### config.mk
export PLATFORM = sky130hd
export DESIGN_NAME = ro_freq_meter_flat
export DESIGN_NICKNAME = d
export VERILOG_FILES = /design/src/rtl/ro_freq_meter_pkg.sv /design/src/rtl/ro_freq_meter_if.sv /design/src/rtl/ro_freq_meter_edge_sync.sv /design/src/rtl/ro_freq_meter.sv /design/src/flat_wrapper.sv
export SDC_FILE = /design/constraint.sdc
export NUM_CORES = 1
export LEC_CHECK = 0
export ABC_CLOCK_PERIOD_IN_PS = 4300
export BUFFER_PORTS_ARGS = -buffer_cell sky130_fd_sc_hd__buf_2
export CAP_MARGIN = 20
export CORE_MARGIN = 1
export CORE_UTILIZATION = 50
export DETAILED_ROUTE_END_ITERATION = 16
export GPL_TIMING_DRIVEN = 0
export PLACE_DENSITY = 0.72
export SETUP_SLACK_MARGIN = 0.5
export SLEW_MARGIN = 5
export SYNTH_ARGS = -nofsm -noshare
export SYNTH_HDL_FRONTEND = slang
export SYNTH_SLANG_ARGS = --single-unit
### constraint.sdc
create_clock -name clk -period 4.3 [get_ports clk]
set_clock_uncertainty 0.05 [all_clocks]
set_input_delay 0.86 -clock clk [delete_from_list [all_inputs] [get_ports clk]]
set_output_delay 0.86 -clock clk [all_outputs]
set_load 0.02 [all_outputs]
### src/rtl/ro_freq_meter_pkg.sv
// Shared types and default widths for the ring-oscillator frequency meter.
package ro_meas_pkg;

  typedef enum logic [1:0] {
    IDLE  = 2'd0,
    COUNT = 2'd1,
    DONE  = 2'd2
  } state_t;

  localparam int unsigned DEF_CNT_W       = 16;
  localparam int unsigned DEF_GATE_W      = 16;
  localparam int unsigned DEF_SYNC_STAGES = 2;

  localparam logic [DEF_CNT_W-1:0] CNT_MAX = {DEF_CNT_W{1'b1}};

endpackage

### src/rtl/ro_freq_meter_if.sv
// Request/result bundle between a measurement client (master) and the meter (slave).
interface ro_freq_meter_if
  import ro_meas_pkg::*;
#(
  parameter int unsigned CNT_W  = DEF_CNT_W,
  parameter int unsigned GATE_W = DEF_GATE_W
);
  logic              start;
  logic [GATE_W-1:0] gate_len;
  logic [CNT_W-1:0]  count;
  logic              valid;
  logic              busy;
  logic              overflow;
`ifdef RESULT_SHIFT_EN
  logic              ser_req;
  logic              ser_data;
  logic              ser_busy;

  modport master (output start, gate_len, ser_req,
                  input  count, valid, busy, overflow, ser_data, ser_busy);
  modport slave  (input  start, gate_len, ser_req,
                  output count, valid, busy, overflow, ser_data, ser_busy);
`else
  modport master (output start, gate_len,
                  input  count, valid, busy, overflow);
  modport slave  (input  start, gate_len,
                  output count, valid, busy, overflow);
`endif
endinterface

### src/rtl/ro_freq_meter_edge_sync.sv
// Synchronises an asynchronous oscillator into clk and emits a one-cycle pulse per rising edge.
module ro_edge_sync #(
  parameter int unsigned SYNC_STAGES = 2
) (
  input  logic clk,
  input  logic rst_n,
  input  logic async_in,
  output logic rise_c
);

  logic [SYNC_STAGES-1:0] sync_q;
  logic                   prev_q;

  always_ff @(posedge clk) begin
    if (!rst_n) begin
      sync_q <= '0;
      prev_q <= 1'b0;
    end else begin
      sync_q <= {sync_q[SYNC_STAGES-2:0], async_in};
      prev_q <= sync_q[SYNC_STAGES-1];
    end
  end

  assign rise_c = sync_q[SYNC_STAGES-1] & ~prev_q;

endmodule

### src/rtl/ro_freq_meter.sv
// Gated rising-edge counter for a ring oscillator; optional serial result readout
// when RESULT_SHIFT_EN is defined. Oscillators at or above clk/2 alias.
module ro_freq_meter
  import ro_meas_pkg::*;
#(
  parameter int unsigned CNT_W       = DEF_CNT_W,
  parameter int unsigned GATE_W      = DEF_GATE_W,
  parameter int unsigned SYNC_STAGES = DEF_SYNC_STAGES
) (
  input  logic clk,
  input  logic rst_n,
  input  logic ena,
  input  logic osc_in,
  ro_freq_meter_if.slave bus
);

  localparam logic [CNT_W-1:0] CNT_ALL_ONES = {CNT_W{1'b1}};

  state_t            state;
  logic [GATE_W-1:0] gate_ctr;
  logic              zero_pend;
  logic              rise_c;
  logic              accept_c;

  ro_edge_sync #(.SYNC_STAGES(SYNC_STAGES)) u_sync (
    .clk      (clk),
    .rst_n    (rst_n),
    .async_in (osc_in),
    .rise_c   (rise_c)
  );

  assign accept_c = ena & bus.start & (state != COUNT);

  // Measurement FSM; a zero-length gate completes one cycle after acceptance.
  always_ff @(posedge clk) begin
    if (!rst_n) begin
      state        <= IDLE;
      gate_ctr     <= '0;
      zero_pend    <= 1'b0;
      bus.count    <= '0;
      bus.valid    <= 1'b0;
      bus.busy     <= 1'b0;
      bus.overflow <= 1'b0;
    end else begin
      case (state)
        IDLE, DONE: begin
          if (accept_c) begin
            bus.count    <= '0;
            bus.overflow <= 1'b0;
            bus.valid    <= 1'b0;
            gate_ctr     <= bus.gate_len;
            if (bus.gate_len != '0) begin
              state     <= COUNT;
              bus.busy  <= 1'b1;
              zero_pend <= 1'b0;
            end else begin
              state     <= DONE;
              zero_pend <= 1'b1;
            end
          end else if (zero_pend) begin
            bus.valid <= 1'b1;
            zero_pend <= 1'b0;
          end
        end
        COUNT: begin
          if (!ena) begin
            state     <= IDLE;
            gate_ctr  <= '0;
            bus.count <= '0;
            bus.busy  <= 1'b0;
            bus.valid <= 1'b0;
          end else begin
            if (rise_c) begin
              if (bus.count == CNT_ALL_ONES) bus.overflow <= 1'b1;
              else                           bus.count    <= bus.count + CNT_W'(1);
            end
            gate_ctr <= gate_ctr - GATE_W'(1);
            if (gate_ctr == GATE_W'(1)) begin
              state     <= DONE;
              bus.busy  <= 1'b0;
              bus.valid <= 1'b1;
            end
          end
        end
        default: state <= IDLE;
      endcase
    end
  end

`ifdef RESULT_SHIFT_EN
  localparam int unsigned SER_CW = $clog2(CNT_W + 1);

  logic [CNT_W-1:0]  shreg;
  logic [SER_CW-1:0] ser_cnt;

  // MSB-first shifter; a new accepted measurement cancels any readout in flight.
  always_ff @(posedge clk) begin
    if (!rst_n) begin
      shreg        <= '0;
      ser_cnt      <= '0;
      bus.ser_busy <= 1'b0;
    end else if (accept_c) begin
      shreg        <= '0;
      ser_cnt      <= '0;
      bus.ser_busy <= 1'b0;
    end else if (bus.ser_busy) begin
      shreg   <= {shreg[CNT_W-2:0], 1'b0};
      ser_cnt <= ser_cnt - SER_CW'(1);
      if (ser_cnt == SER_CW'(1)) bus.ser_busy <= 1'b0;
    end else if (bus.ser_req && state == DONE) begin
      shreg        <= bus.count;
      ser_cnt      <= SER_CW'(CNT_W);
      bus.ser_busy <= 1'b1;
    end
  end

  assign bus.ser_data = shreg[CNT_W-1];
`endif

endmodule

### src/flat_wrapper.sv
// flat-port wrapper written by rule: the top's interface ports become plain ports
module ro_freq_meter_flat import ro_meas_pkg::*;
#(
  parameter int unsigned CNT_W       = DEF_CNT_W,
  parameter int unsigned GATE_W      = DEF_GATE_W,
  parameter int unsigned SYNC_STAGES = DEF_SYNC_STAGES
)
  (clk, rst_n, ena, osc_in, bus_start, bus_gate_len, bus_count, bus_valid, bus_busy, bus_overflow);
  ro_freq_meter_if #(.CNT_W(CNT_W), .GATE_W(GATE_W)) bus_i ();
  input  logic clk;
  input  logic rst_n;
  input  logic ena;
  input  logic osc_in;
  input wire logic [$bits(bus_i.start)-1:0] bus_start;
  input wire logic [$bits(bus_i.gate_len)-1:0] bus_gate_len;
  output wire logic [$bits(bus_i.count)-1:0] bus_count;
  output wire logic [$bits(bus_i.valid)-1:0] bus_valid;
  output wire logic [$bits(bus_i.busy)-1:0] bus_busy;
  output wire logic [$bits(bus_i.overflow)-1:0] bus_overflow;
  assign bus_i.start = bus_start;
  assign bus_i.gate_len = bus_gate_len;
  assign bus_count = bus_i.count;
  assign bus_valid = bus_i.valid;
  assign bus_busy = bus_i.busy;
  assign bus_overflow = bus_i.overflow;
  ro_freq_meter #(.CNT_W(CNT_W), .GATE_W(GATE_W), .SYNC_STAGES(SYNC_STAGES)) u_core (.clk(clk), .rst_n(rst_n), .ena(ena), .osc_in(osc_in), .bus(bus_i));
endmodule
==> results.sh <==
export IMPL_syn_num_nets=284
export IMPL_clk_latency_ns=0.29
export IMPL_cap_violations=0
export IMPL_dr_wl_met2_mm=2.340
export IMPL_first_pass_iters=5
export IMPL_fp_coreArea_mm2=0.004058
export IMPL_synth_cell_types=55
export IMPL_worst_ir_drop_vdd_mv=0.2690
export IMPL_final_cell_area_mm2=0.002485
export IMPL_powerDensity_mw_per_mm2=325.8
export IMPL_vias_per_cell=5.776
export IMPL_cp_start_kind="primary input"
export IMPL_critPathRequiredTime_ns=4.41
export IMPL_synth_seq_cells=41
export IMPL_grt_usage_pct=25.48
export IMPL_hp_class="flop to flop"
export IMPL_switching_power_uw=235.4
export IMPL_synth_avg_cell_area_um2=8.258
export IMPL_cts_setup_buffers=0
export IMPL_synthCells=260
export IMPL_root_buffer="clkbuf_8"
export IMPL_vias=2062
export IMPL_synth_ff_type="dfxtp_1"
export IMPL_grt_overflow_total=0
export IMPL_hold_viol=0
export IMPL_initial_utilization_pct=52.91
export IMPL_m1WireLength_mm=2.646
export IMPL_yosysSeqAreaShare_pct=38.23
export IMPL_detail_route_antenna_nets=0
export IMPL_outcome="complete, no violations"
export IMPL_p_leak_uw=0.0009657
export IMPL_layout_worst_path_cycle_share_pct=56.69
export IMPL_crit_fanout=10
export IMPL_drc=0
export IMPL_area_delta_synth_final_pct=15.73
export IMPL_wl_mm=5.366
export IMPL_postPlaceCellArea_mm2=0.002405
export IMPL_grt_start_max_net_pins=12
export IMPL_cts_max_level=2
export IMPL_swShare_pct=29.08
export IMPL_finalNetCount=330
export IMPL_slew_headroom_pct=64.21
export IMPL_hold_buffers=0
export IMPL_drtIter0Drc=271
export IMPL_timing_fmax_mhz=410.2
export IMPL_cts_resized=0
export IMPL_seq_power_share_pct=50.8
export IMPL_yosys_warnings=0
export IMPL_worst_pin_slew_ns=0.5333
export IMPL_grt_antenna_before_repair=0
export IMPL_dieHeight_um=67.53
export IMPL_die_area_mm2=0.004560
export IMPL_finalSetupViolCount=0
export IMPL_final_common_cell="buf_2"
export IMPL_period_needed_ns=2.438
export IMPL_cts_inserted_buffers=5
export IMPL_p_comb_share_pct=19.4
export IMPL_fillCellCount=386
export IMPL_rows=23
export IMPL_async_reset_ff_share_pct=0
export IMPL_mostFrequentLayoutCells="buf_2, dfxtp_1, nor2_1"
export IMPL_synth_edff_count=0
export IMPL_syn_area_mm2=0.002147
export IMPL_report_final_slew_viol_count=0
export IMPL_clkTransAtPathRegs_ns=0.08
export IMPL_crit_type="primary input to flop"
export IMPL_place_port_buffers=39
export IMPL_internal_power_uw=574.2
export IMPL_layout_drive_gt1_share_pct=19.87
export IMPL_rsz0062_at_grt="no"
export IMPL_diodes=0
export IMPL_critPathCaptureType="flop"
export IMPL_power_frac_clock_pct=29.8
export IMPL_fin_total_pwr_uw=809.6
export IMPL_cts_buffer_depth=2
export IMPL_route_met3_wl_um=326
export IMPL_top_layer_used="met4"
export IMPL_io_pins=40
export IMPL_setup_slack_ns=1.862
export IMPL_fin_setup_tns_ns=0
export IMPL_dp_hpwl_mm=3.900
export IMPL_die_w_um=67.53
export IMPL_grt_pass1_wl_mm=8.597
export IMPL_wl_per_cell_um=15.03
export IMPL_grt_pass1_vias=1780
export IMPL_dp_slack_ns=1.643
export IMPL_cts_tree="done"
export IMPL_critPathArrivalTime_ns=2.55
export IMPL_numClockSinks=41
export IMPL_gp_congestion=0.9379
[flip-flops by register name, summed over array words and instances, names as in the netlist]
signal / cells
u_core.bus.busy: 1
u_core.bus.count: 16
u_core.bus.overflow: 1
u_core.bus.valid: 1
u_core.gate_ctr: 16
u_core.state: 2
u_core.u_sync.prev_q: 1
u_core.u_sync.sync_q: 2
u_core.zero_pend: 1
[metrics by stage]
stage,utilization (%),cells,hold WS (ns)
3_5_place_dp,59.27,349,0.3717
4_1_cts,61.24,357,0.3882
5_1_grt,61.24,357,0.3994
3_3_place_gp,59.27,349,0.3629
6_report,61.24,357,0.3886
2_1_floorplan,-,260,0.3619
[critical path, stage by stage]
cell and delay (ns):
buf_2 0.08, clkbuf_1 0.37, nand3b_1 0.40, nand2_1 0.36, o21ai_0 0.14, a221oi_1 0.27, nor2_1 0.07
[cell usage after synthesis, types with 2 or more instances]
library cell | number | area [µm²]
a21oi_1 | 16 | 80.08
or4_1 | 3 | 22.52
and3b_1 | 2 | 17.52
xnor2_1 | 12 | 105.1
and4_1 | 2 | 17.52
a222oi_1 | 2 | 20.02
a31oi_1 | 3 | 18.77
or3_1 | 3 | 18.77
xor2_1 | 4 | 35.03
clkbuf_1 | 6 | 22.52
and3_1 | 4 | 25.02
nand3_1 | 7 | 35.03
a32oi_1 | 3 | 26.28
inv_1 | 5 | 18.77
nand4_1 | 6 | 37.54
nor4_1 | 10 | 62.56
buf_2 | 4 | 20.02
dfxtp_1 | 41 | 820.8
nor2_2 | 2 | 12.51
nand3b_1 | 2 | 15.01
nand2b_1 | 3 | 18.77
nor2b_1 | 2 | 12.51
ha_1 | 3 | 37.54
and2_1 | 3 | 18.77
o21ai_0 | 11 | 55.05
nor3_1 | 11 | 55.05
nor3b_1 | 3 | 22.52
a221oi_1 | 4 | 35.03
buf_4 | 4 | 30.03
o21ai_1 | 3 | 15.01
nor2_1 | 31 | 116.4
nand2_1 | 22 | 82.58
[cell type report]
class	instances	area, µm²	area share, %
Timing Repair Buffer	39	195.2	7.855
Sequential cell	41	820.8	33.03
Multi-Input combinational cell	199	1231	49.55
Clock buffer	8	80.08	3.223
Tap cell	50	62.56	2.518
Buffer	14	72.57	2.920
Inverter	6	22.52	0.9063
[per-layer routing]
metal / up-vias / track usage [%]
met2: 63 / 36.26
li1: 1046 / -
met5: - / 0
met3: 4 / 4.054
met4: 0 / 8.511
met1: 949 / 38.30
[power by group through the flow]
stage	clock network (µW)	logic (µW)	registers (µW)
2_1_floorplan	0	113	418
3_3_place_gp	0	155	419
3_5_place_dp	0	155	419
4_1_cts	246	156	411
5_1_grt	258	174	413
6_report	241	157	411
[cells by family (layout without fill, tap and decap cells)]
kind of cell,count (synthesis),after routing,share of synthesized area [%]
XOR/XNOR,16,16,6.527
AO/OA/AOI/OAI,57,57,17.48
multiplexers,1,1,0.4662
flip-flops,41,41,38.23
adder cells (fa/ha/maj),3,3,1.748
buffers and inverters,20,67,4.429
AND/OR/NAND/NOR,122,122,31.12
[worst paths after layout]
check / startpoint / endpoint / slack, ns / cells past startpoint
worst max-delay path: ena / u_core.gate_ctr[3]$_SDFFE_PN0P_ / 1.86 / 7
worst min-delay path: u_core.u_sync.sync_q[0]$_SDFF_PN0_ / u_core.u_sync.sync_q[1]$_SDFF_PN0_ / 0.39 / 1
worst max register to register: u_core.bus.count[0]$_SDFFE_PN0P_ / u_core.bus.count[15]$_SDFFE_PN0P_ / 2.27 / 7
worst min register to register: u_core.u_sync.sync_q[0]$_SDFF_PN0_ / u_core.u_sync.sync_q[1]$_SDFF_PN0_ / 0.39 / 1
(Power assumes the default switching activity.)
